`src/rtl/uart_pkg.sv`:
```
// Shared definitions for the UART transmit-side scheduler and its helpers.
package uart_pkg;

    localparam int DEFAULT_DATA_W = 8;

    typedef enum logic [2:0] {
        IDLE,
        LOAD,
        WAIT_RISE,
        WAIT_FALL,
        RELEASE
    } state_t;

endpackage

```
`src/rtl/rr_arbiter.sv`:
```
// Combinational round-robin pick: first valid requester at or after rr_ptr, wrapping.
module rr_arbiter #(
    parameter int  NUM_REQ = 4,
    localparam int IDX_W   = $clog2(NUM_REQ)
) (
    input  logic [NUM_REQ-1:0] req_valid,
    input  logic [IDX_W-1:0]   rr_ptr,
    output logic [NUM_REQ-1:0] grant,
    output logic [IDX_W-1:0]   grant_idx,
    output logic               grant_any
);

    logic [IDX_W-1:0] idx;
    logic             found;

    // NOTE: every output gets a default before the loop so no path leaves a value
    // unassigned, which would otherwise infer a latch.
    always_comb begin
        grant     = '0;
        grant_idx = '0;
        found     = 1'b0;
        idx       = '0;
        for (int i = 0; i < NUM_REQ; i++) begin
            idx = IDX_W'((int'(rr_ptr) + i) % NUM_REQ);
            if (!found && req_valid[idx]) begin
                found      = 1'b1;
                grant[idx] = 1'b1;
                grant_idx  = idx;
            end
        end
    end

    assign grant_any = |req_valid;

endmodule

```
`src/rtl/uart_tx_scheduler.sv`:
```
// Round-robin scheduler sharing one byte-wide UART transmitter among NUM_REQ
// requesters, with optional packet lock and start-acknowledge timeout.
module uart_tx_scheduler
    import uart_pkg::*;
#(
    parameter int  NUM_REQ   = 4,
    parameter int  DATA_W    = DEFAULT_DATA_W,
    parameter int  START_TMO = 16,
    localparam int IDX_W     = $clog2(NUM_REQ)
) (
    input  logic                      clk,
    input  logic                      rst,
    input  logic [NUM_REQ-1:0]        req_valid,
    input  logic [NUM_REQ*DATA_W-1:0] req_data,
    input  logic [NUM_REQ-1:0]        req_last,
    output logic [NUM_REQ-1:0]        req_ready,
    output logic                      tx_start,
    output logic [DATA_W-1:0]         tx_data,
    input  logic                      tx_busy,
    output logic [IDX_W-1:0]          grant_id,
    output logic                      grant_valid,
    output logic                      err_tmo
);

    localparam int TMO_W = $clog2(START_TMO + 1);

    state_t             state;
    logic [IDX_W-1:0]   rr_ptr;
    logic               lock;
    logic [TMO_W-1:0]   tmo_cnt;

    logic [NUM_REQ-1:0] arb_grant;
    logic [IDX_W-1:0]   arb_idx;
    logic               arb_any;

    logic [IDX_W-1:0]   sel_idx;
    logic [NUM_REQ-1:0] sel_onehot;
    logic [DATA_W-1:0]  sel_data;
    logic               sel_last;
    logic [TMO_W-1:0]   tmo_inc;
    logic [IDX_W-1:0]   ptr_next;

    rr_arbiter #(
        .NUM_REQ (NUM_REQ)
    ) u_arb (
        .req_valid (req_valid),
        .rr_ptr    (rr_ptr),
        .grant     (arb_grant),
        .grant_idx (arb_idx),
        .grant_any (arb_any)
    );

    // A locked packet relaunches the held requester; otherwise the arbiter picks.
    assign sel_idx    = (state == RELEASE) ? grant_id : arb_idx;
    assign sel_onehot = (state == RELEASE) ? (NUM_REQ'(1) << grant_id) : arb_grant;
    assign sel_data   = req_data[sel_idx*DATA_W +: DATA_W];
    assign sel_last   = req_last[sel_idx];
    assign tmo_inc    = (tmo_cnt == TMO_W'(START_TMO)) ? tmo_cnt : tmo_cnt + 1'b1;
    assign ptr_next   = (grant_id == IDX_W'(NUM_REQ - 1)) ? '0 : grant_id + 1'b1;

    // NOTE: sequential state uses non-blocking assignments so every register
    // samples the pre-edge values, independent of statement order.
    always_ff @(posedge clk) begin
        if (rst) begin
            state       <= IDLE;
            rr_ptr      <= '0;
            lock        <= 1'b0;
            tmo_cnt     <= '0;
            req_ready   <= '0;
            tx_start    <= 1'b0;
            tx_data     <= '0;
            grant_id    <= '0;
            grant_valid <= 1'b0;
            err_tmo     <= 1'b0;
        end else begin
            tx_start  <= 1'b0;
            req_ready <= '0;
            err_tmo   <= 1'b0;
            case (state)
                IDLE: begin
                    // Never launch over a frame still on the line (e.g. after reset).
                    if (!tx_busy && arb_any) begin
                        grant_id    <= arb_idx;
                        tx_start    <= 1'b1;
                        req_ready   <= sel_onehot;
                        tx_data     <= sel_data;
                        lock        <= ~sel_last;
                        tmo_cnt     <= '0;
                        grant_valid <= 1'b1;
                        state       <= LOAD;
                    end
                end
                LOAD: begin
                    tmo_cnt <= tmo_inc;
                    state   <= WAIT_RISE;
                end
                WAIT_RISE: begin
                    if (tx_busy) begin
                        state <= WAIT_FALL;
                    end else if (tmo_cnt == TMO_W'(START_TMO - 1)) begin
                        err_tmo <= 1'b1;
                        lock    <= 1'b0;
                        state   <= RELEASE;
                    end else begin
                        tmo_cnt <= tmo_inc;
                    end
                end
                WAIT_FALL: begin
                    if (!tx_busy) begin
                        state <= RELEASE;
                    end
                end
                RELEASE: begin
                    if (lock) begin
                        if (req_valid[grant_id]) begin
                            tx_start  <= 1'b1;
                            req_ready <= sel_onehot;
                            tx_data   <= sel_data;
                            lock      <= ~sel_last;
                            tmo_cnt   <= '0;
                            state     <= LOAD;
                        end
                    end else begin
                        rr_ptr      <= ptr_next;
                        grant_valid <= 1'b0;
                        state       <= IDLE;
                    end
                end
                default: state <= IDLE;
            endcase
        end
    end

endmodule

```
`config.mk`:
```
export PLATFORM = sky130hd
export DESIGN_NAME = uart_tx_scheduler
export DESIGN_NICKNAME = d
export VERILOG_FILES = /design/src/rtl/uart_pkg.sv /design/src/rtl/rr_arbiter.sv /design/src/rtl/uart_tx_scheduler.sv
export SDC_FILE = /design/constraint.sdc
export NUM_CORES = 1
export LEC_CHECK = 0
export CORE_ASPECT_RATIO = 1.75
export CORE_MARGIN = 2
export CORE_UTILIZATION = 53
export CTS_CLUSTER_SIZE = 10
export DETAILED_ROUTE_END_ITERATION = 12
export PLACE_DENSITY_LB_ADDON = 0.15
export SYNTH_ARGS = -nofsm -noshare
export SYNTH_HDL_FRONTEND = slang
export SYNTH_SLANG_ARGS = --single-unit
export TNS_END_PERCENT = 1
```
`constraint.sdc`:
```
create_clock -name clk -period 6.62 [get_ports clk]
set_input_delay 0.993 -clock clk [delete_from_list [all_inputs] [get_ports clk]]
set_output_delay 0.993 -clock clk [all_outputs]
set_load 0.005 [all_outputs]
```
==> results_dict.tcl, run 1 <==
set metrics [dict create \
    grt_pass1_vias 1869 \
    synth_area_leaders "dfxtp_1, mux2i_1, ha_1" \
    timing.final.crit_share_pct 52.0 \
    ff2ff_setup_slack_ns 3.18 \
    slew_viol_final 0 \
    drc 0 \
    fmax_ghz 0.291 \
    yosysSeqAreaShare_pct 25.5 \
    crit_required_ns 6.79 \
    peakVddDrop_mv 0.117 \
    p_leak_uw 0.00102 \
    arrival_ns 3.61 \
    power.total_uw 447 \
    nets 345 \
    wl_um 5090 \
    cts_sinks 28 \
    power.clock.fraction_pct 30.5 \
    rsz0062_at_grt "no" \
    area_growth_pct 27.3 \
    via_per_inst 5.76 \
    die_y_um 89.3 \
    initial_utilization_pct 54.1 \
    clk_latency_ns 0.28 \
    synth.top_cell.area_share_pct 25.5 \
    fp.coreArea_um2 4070 \
    syn_area_um2 2200 \
    route.vias.total 1929 \
    num_rows 31 \
    cp_max_fo 21 \
    cts_made_buffers 3 \
    cts_hold_buf 0 \
    htreeDepth 1 \
    p_switching_uw 118 \
    post_cts_buffers 0 \
    fin_skew_ns 0.0109 \
    r2r-end "tx_data[5]" \
    crit_end "tx_data[5]" \
    grt_max_degree 22 \
    drtPass1Iterations 4 \
    synthArstFlopShare_pct 0 \
    path_class "flop to flop" \
    syn-num-nets 296 \
    seq_power_share_pct 42.8 \
    synth_cell_types 65 \
    startpoint "rr_ptr[0]" \
    tritoncts "done" \
    setup_tns_ns 0 \
    globalplace.congestion 0.759 \
    groute.usage.overall_pct 22.6 \
    power_frac_comb_pct 26.8 \
    ys_warn_count 0 \
    period_needed_ns 3.44 \
    synth_seq_cells 28 \
    grt_pass1_wl_um 8200 \
    swShare_pct 26.3 \
    worst_slew_pin_slew_ns 0.745 \
    cts_resized 0 \
    slew-limit-headroom_pct 50.3 \
    antenna_found_initial 0 \
    syn_inst 238 \
    antenna_cells 0 \
    drv_cap 0 \
    final_layout_size_suffix_gt1_share_pct 10.8 \
    synth.avg_cell_area_um2 9.25 \
    clock_path_buffers 2 \
    final-hold-violation-count 0 \
    synth_edf_count 0 \
    status "complete, no violations" \
    p_per_area_nw_per_um2 160 \
    overflow 0 \
    ant_nets 0 \
    reg2reg_depth 10 \
    cp-start-kind "flop" \
    cts_root_buf "clkbuf_8" \
    pin_count 60 \
    path_clk_slew_ns 0.10 \
    io_buffers 59 \
    p_int_uw 330 \
    hpwl_um 3950 \
    die_w_um 52.7 \
    drt-initial-drc-count 24 \
    crit_path_end_kind "flop" \
    synth_top_cell_by_area "dfxtp_1" \
    die_area_um2 4710 \
    setup_violations 0 \
    r2r-start "rr_ptr[0]" \
    synthFlopType "dfxtp_1" \
    routedWlPerCell_um 15.2 \
    worstHoldPathType "flop to flop" \
]
## metrics by stage
stage          setup WS (ns)  std cells  utilization (%)  hold slack, ns  cell area, um^2
6_report                3.18        335             68.8           0.477             2800
4_1_cts                 3.15        335             68.8           0.482             2800
2_1_floorplan           3.83        238                -           0.444             2200
5_1_grt                 2.93        335             68.8           0.501             2800
3_3_place_gp            3.19        331             67.1           0.452             2730
3_5_place_dp            3.13        331             67.1           0.466             2730
## critical path: stages, from the launching register on
cell and delay, ns:
dfxtp_1 0.81, inv_1 0.22, ha_1 0.62, mux2_1 0.36, o211ai_1 0.23, mux2i_1 0.13
a21oi_2 0.13, buf_4 0.31, mux2i_1 0.25, a2bb2oi_1 0.16, o21ai_1 0.09
## area by class of cell
type | instances | area (um^2)
clock buffer | 3 | 41.3
clock inverter | 1 | 30.0
fill | 345 | 1270
inverter | 11 | 41.3
multi-input combinational | 183 | 1470
sequential | 28 | 561
tap | 49 | 61.3
timing repair buffer | 60 | 598
## cells in the mapped netlist (4+ instances only)
master	n
nor2_1	20
o21ai_1	7
nand2_1	13
nor3_1	5
buf_2	5
a2bb2oi_1	7
buf_6	5
nor2b_1	4
inv_1	11
mux2i_1	22
a21oi_1	17
o21ai_0	10
ha_1	15
dfxtp_1	28
## how the worst min path moves through the flow
stage / start / end / depth (start not counted)
2_1_floorplan: tmo_cnt[4] / tmo_cnt[4] / 2
3_3_place_gp: tx_data[4] / tx_data[4] / 2
3_5_place_dp: tx_data[7] / tx_data[7] / 2
4_1_cts: tmo_cnt[4] / tmo_cnt[4] / 2
5_1_grt: grant_valid / grant_valid / 2
6_report: tmo_cnt[4] / tmo_cnt[4] / 2
## power groups by stage
stage	Sequential (uW)	Clock, uW	Combinational [uW]
finish	191	136	120
global placement	195	0	118
detailed placement	195	0	120
floorplan	190	0	75.8
CTS	191	138	121
global route	193	142	130
## sequential cells by signal, summed over array words and instances (netlist names)
| signal | count |
|---|---|
| tx_data | 8 |
| tmo_cnt | 5 |
| req_ready | 4 |
| state | 3 |
| grant_id | 2 |
| rr_ptr | 2 |
| err_tmo | 1 |
| grant_valid | 1 |
| lock | 1 |
| tx_start | 1 |
## layer usage
layer | wire length [um] | vias to the layer above | track usage (%) | share of wire (%)
li1 | - | 972 | - | -
met1 | 2080 | 894 | 24.1 | 41
met2 | 2580 | 54 | 42.4 | 51
met3 | 320 | 9 | 4.18 | 6.3
met4 | 105 | 0 | 8.39 | 2.1
met5 | 0 | - | 0 | 0
## cell usage in the layout (no fill, tap or decap), drive strengths merged, types with 3 or more instances in the layout
master	n
o31ai	4
nor4b	3
nand3b	3
mux2	4
nand2b	3
mux4	3
nor2b	4
a222oi	3
mux2i	22
inv	11
nor2	22
clkdlybuf4s50	59
dfxtp	28
ha	15
a2bb2oi	7
a21oi	18
nand2	14
clkbuf	3
nor3	6
o21ai	19
## cell families after synthesis
| group | Yosys count | share of synthesized area, % |
|---|---|---|
| AOI/OAI and AO/OA | 69 | 24.1 |
| and+or+nand+nor | 68 | 18.1 |
| muxes | 29 | 15.3 |
| DFF | 28 | 25.5 |
| buffers and inverters | 27 | 7.73 |
| adders and majority gates | 15 | 8.52 |
| xor gates and xnor gates | 2 | 0.796 |
Power figures use the tool's default switching activity.
==> run 2, diff against run 1 <==
--- a/config.mk
+++ b/config.mk
@@ -7,7 +7,7 @@
 export LEC_CHECK = 0
 export CORE_ASPECT_RATIO = 1.75
 export CORE_MARGIN = 2
-export CORE_UTILIZATION = 53
+export CORE_UTILIZATION = 49
 export CTS_CLUSTER_SIZE = 10
 export DETAILED_ROUTE_END_ITERATION = 12
 export PLACE_DENSITY_LB_ADDON = 0.15
==> constraint.sdc (replaced) <==
create_clock -name clk -period 3.5 [get_ports clk]
set_input_delay 0.525 -clock clk [delete_from_list [all_inputs] [get_ports clk]]
set_output_delay 0.525 -clock clk [all_outputs]
set_load 0.005 [all_outputs]
==> run 2 against run 1 <==
Combinational power grew 92%. Highest routed layer unchanged. Via count grew 1.3%. Cell area grew 1.3%. Sequential share of layout area shrank 0.26 points. Clock skew shrank 0.0021 ns.
==> results_dict.tcl, run 2 (same netlist as run 1, synthesis figures left out) <==
set metrics [dict create \
    arrival_ns 2.85 \
    die_area_um2 5070 \
    status "complete, no violations" \
    route.vias.total 1955 \
    num_rows 32 \
    clk_latency_ns 0.28 \
    globalplace.congestion 0.855 \
    antenna_cells 0 \
    via_per_inst 5.75 \
    cts_hold_buf 0 \
    largest_register "tx_data" \
    slew-limit-headroom_pct 51.9 \
    fp.coreArea_um2 4360 \
    reg2reg_depth 9 \
    wl_met2_um 2630 \
    clock_path_buffers 2 \
    groute.usage.overall_pct 20.8 \
    whs_ns 0.474 \
    grt_pass1_wl_um 8050 \
    max_stage_delay_ns 0.56 \
    setup_tns_ns 0 \
    ant_nets 0 \
    layout_commonest_cell "clkdlybuf4s50_1" \
    final_layout_size_suffix_gt1_share_pct 11.8 \
    period_needed_ns 2.65 \
    p_leak_uw 0.00104 \
    drv_cap 0 \
    wl_um 5090 \
    peakVddDrop_mv 0.241 \
    drc 0 \
    highest_layer "met4" \
    routedWlPerCell_um 15.0 \
    fin_skew_ns 0.00871 \
    p_per_area_nw_per_um2 298 \
    nets 348 \
    grt_max_degree 21 \
    die_w_um 54.7 \
    tritoncts "done" \
    die_y_um 92.7 \
    timing.final.crit_share_pct 75.8 \
    io_buffers 59 \
    hold_end "tmo_cnt[4]" \
    cts_sinks 28 \
    top_regs "tx_data x8, tmo_cnt x5, req_ready x4" \
    path_cells "inv_1 > ha_1 > mux2_1 > o211ai_1 > mux2i_1 > a21oi_2 > buf_12 > mux2_4 > o311ai_2" \
    cts_root_buf "clkbuf_8" \
    crit_required_ns 3.70 \
    ff2ff_setup_slack_ns 0.85 \
    cts_resized 0 \
    slew_viol_final 0 \
    largest_reg_flops 8 \
    cp-start-kind "flop" \
    antenna_found_initial 0 \
    drtPass1Iterations 4 \
    cp_max_fo 18 \
    setup_violations 0 \
    hpwl_um 3920 \
    htreeDepth 1 \
    overflow 0 \
    layout_common_cells "clkdlybuf4s50_1, dfxtp_1, mux2i_1" \
    cts_made_buffers 3 \
    initial_utilization_pct 50.5 \
    hold_depth 2 \
    met1Wirelength_um 2020 \
    path_clk_slew_ns 0.10 \
    n_fill_cell 406 \
    pin_count 60 \
    fin_area_um2 2840 \
    post_cts_buffers 0 \
    path_class "flop to flop" \
    worstHoldPathType "flop to flop" \
    min-delay-start "tmo_cnt[4]" \
    grt_pass1_vias 1822 \
    area_growth_pct 29.0 \
    r2r-end "lock" \
    wl_met3_um 325 \
    rsz0062_at_grt "no" \
    drt-initial-drc-count 42 \
    dpl_cell_area_um2 2770 \
    critPathSlowestCell "ha_1" \
    crit_path_end_kind "flop" \
    r2r-start "rr_ptr[0]" \
    final-hold-violation-count 0 \
    worst_slew_pin_slew_ns 0.716 \
    fmax_ghz 0.377 \
]
[run 2: cell types whose count changed in the layout (fill, tap and decap cells not counted), sizes merged]
cell / delta
buf: +3
[run 2: final cells by class]
class	count	area (um^2)	area share, %
Clock inverter	1	30.0	1.06
Inverter	11	41.3	1.45
Tap cell	51	63.8	2.25
Timing Repair Buffer	63	633	22.3
Sequential cell	28	561	19.7
Clock buffer	3	41.3	1.45
Multi-Input combinational cell	183	1470	51.8
[run 2: where the power goes]
part	switching (uW)	total, uW	internal [uW]
Sequential	21.0	361	339
Clock	102	256	153
Combinational	96.1	230	134
Total	220	846	626
[run 2: per-stage QoR]
step | std cells | setup slack [ns] | util (%) | power [uW]
floorplan | 238 | 0.715 | - | 502
global placement | 336 | 0.600 | 63.5 | 595
detailed placement | 336 | 0.561 | 63.5 | 599
CTS | 340 | 0.819 | 65.1 | 853
global route | 340 | 0.642 | 65.1 | 888
finish | 340 | 0.847 | 65.1 | 846
[run 2: worst max-delay path: cells and delay by family (launching register included)]
kind	cells	cell delay [ns]
mux	3	0.80
compound gates	3	0.57
flops	1	0.34
fa+ha+maj	1	0.56
buf+inv	2	0.29
[run 2: worst max path at each step]
stage                       from    endpoint  slack [ns]  depth (start not counted)
finish                 rr_ptr[0]        lock        0.85                          9
global route           rr_ptr[1]  tx_data[4]        0.64                         10
floorplan              rr_ptr[0]  tx_data[4]        0.71                         14
CTS                    rr_ptr[0]        lock        0.82                          9
detailed placement  req_valid[2]        lock        0.56                          8
global placement    req_valid[2]        lock        0.60                          8
[run 2: layer usage]
metal | up-vias | global-route usage (%)
met3 | 10 | 2.90
met1 | 905 | 22.7
met2 | 63 | 37.0
met5 | - | 0
met4 | 0 | 9.17
li1 | 977 | -
==> run 3, diff against run 2 <==
==> constraint.sdc (replaced) <==
create_clock -name clk -period 2.7 [get_ports clk]
set_input_delay 0.405 -clock clk [delete_from_list [all_inputs] [get_ports clk]]
set_output_delay 0.405 -clock clk [all_outputs]
set_load 0.005 [all_outputs]
==> run 3 against run 2 <==
Clock power increased by 28%. Largest power group unchanged. Global-route usage up 0.69 points. Worst hold slack worse by 0.0019 ns. Maximum frequency increased by 4.6%. First-iteration DRC count shrank 19%. Core utilization grew 2.7 points. Critical path depth up 1. Clock skew is 0.0040 ns lower.
==> results_dict.tcl, run 3 (same netlist as run 1, synthesis figures left out) <==
set metrics [dict create \
    final-hold-violation-count 0 \
    grt_use_met3_pct 2.74 \
    globalplace.congestion 0.867 \
    antenna_found_initial 0 \
    die_area_um2 5070 \
    groute.usage.overall_pct 21.5 \
    slew_viol_final 0 \
    largest_reg_flops 8 \
    timing.final.crit_share_pct 94.0 \
    peakVddDrop_mv 0.380 \
    largest_register "tx_data" \
    top_regs "tx_data x8, tmo_cnt x5, req_ready x4" \
    slew-limit-headroom_pct 50.4 \
    drt-initial-drc-count 34 \
    path_buf_inv 2 \
    met2_usage_pct 39.4 \
    max_stage_delay_ns 0.53 \
    crit_end "tx_data[4]" \
    hpwl_um 4250 \
    p_leak_uw 0.00111 \
    worst_slew_pin_slew_ns 0.737 \
    setup_tns_ns 0 \
    arrival_ns 2.70 \
    initial_utilization_pct 50.5 \
    dp.cells 350 \
    overflow 0 \
    cts_root_buf "clkbuf_8" \
    num_rows 32 \
    critPathSlowestCell "mux4_2" \
    antenna_cells 0 \
    fp.coreArea_um2 4360 \
    path_clk_slew_ns 0.10 \
    fmax_ghz 0.394 \
    routedWlPerCell_um 15.0 \
    p_per_area_nw_per_um2 376 \
    final_layout_size_suffix_gt1_share_pct 16.5 \
    grt_pass1_wl_um 8270 \
    die_w_um 54.7 \
    drv_cap 0 \
    layout.cells.non_filler 354 \
    gr-max-usage-layer "met2" \
    layout_commonest_cell "clkdlybuf4s50_1" \
    met1_usage_pct 23.4 \
    crit_path_end_kind "flop" \
    clock_path_buffers 2 \
    r2r-start "rr_ptr[1]" \
    crit_family "compound AO/OA/AOI/OAI gates" \
    wl_um 5300 \
    tritoncts "done" \
    fin_util_pct 67.8 \
    drc 0 \
    whs_ns 0.472 \
    crit_required_ns 2.87 \
    clk_latency_ns 0.27 \
    r2r-end "tx_data[4]" \
    setup_violations 0 \
    worstHoldPathType "flop to flop" \
    cts_made_buffers 3 \
    ff2ff_setup_slack_ns 0.16 \
    period_needed_ns 2.54 \
    nets 362 \
    htreeDepth 1 \
    fin_skew_ns 0.00476 \
    startpoint "rr_ptr[1]" \
    cp_max_fo 8 \
    area_growth_pct 34.4 \
    grt_pass1_vias 1858 \
    route.vias.total 2009 \
    cts_sinks 28 \
    layout_common_cells "clkdlybuf4s50_1, dfxtp_1, mux2i_1" \
    path_class "flop to flop" \
    via_per_inst 5.68 \
    status "complete, no violations" \
    grt_max_degree 21 \
    cp.depth 10 \
    ant_nets 0 \
    die_y_um 92.7 \
    cp-start-kind "flop" \
    path_cells "inv_1 > ha_4 > buf_4 > mux4_2 > nor2_1 > and3_4 > a211oi_4 > o21ai_4 > a2bb2oi_1 > o21ai_1" \
    drtPass1Iterations 4 \
    reg2reg_depth 10 \
    io_buffers 59 \
    pin_count 60 \
]
## run 3: cell count changes in the layout (fill, tap and decap cells not counted), sizes merged
cell / before / now
buf: 4 / 18
## run 3: how the worst min path moves through the flow
| stage | startpoint | endpoint | slack [ns] | cells past startpoint |
|---|---|---|---|---|
| final | tx_data[6] | tx_data[6] | 0.47 | 2 |
| after global routing | tmo_cnt[4] | tmo_cnt[4] | 0.51 | 2 |
| after CTS | tx_data[6] | tx_data[6] | 0.48 | 2 |
| after detailed placement | tx_data[6] | tx_data[6] | 0.45 | 2 |
| after global placement | tx_data[6] | tx_data[6] | 0.45 | 2 |
| after floorplan | tmo_cnt[4] | tmo_cnt[4] | 0.44 | 2 |
## run 3: per-layer routing
metal  share of wire, %  vias to the layer above
met4                2.0                        0
met1                 38                      921
met2                 53                       80
met3                7.3                        8
li1                   -                     1000
met5                  0                        -
## run 3: cell type report
class | count | area (um^2)
flip-flops and latches | 28 | 562
fillers | 358 | 1400
inverters | 11 | 41.3
clock buffers | 3 | 41.3
clock inverters | 1 | 30.0
well taps | 51 | 63.8
repair buffers | 77 | 738
multi-input cells | 183 | 1480
## run 3: metrics by stage
stage	area [um^2]	worst slack, ns	power, uW
floorplan	2210	0.0161	651
global route	2960	-0.0103	1170
detailed placement	2880	0.0113	795
finish	2960	0.162	1110
CTS	2950	0.0914	1120
global placement	2880	0.0488	789
## run 3: repair_timing
action                                 CTS  global route
endpoints found under the hold margin    0             0
resized for setup                        0             2
setup endpoints to repair                0            11
buffers inserted                         0             0
hold buffers                             0             0
## run 3: worst min-delay path, stage by stage, from the launching register on
cell and delay [ns]:
dfxtp_1 0.34, nand2_1 0.06, o211ai_2 0.05
## run 3: report_power, final
group	internal, uW	switching (uW)
clock	198	129
combinational	187	130
sequential	440	27.4
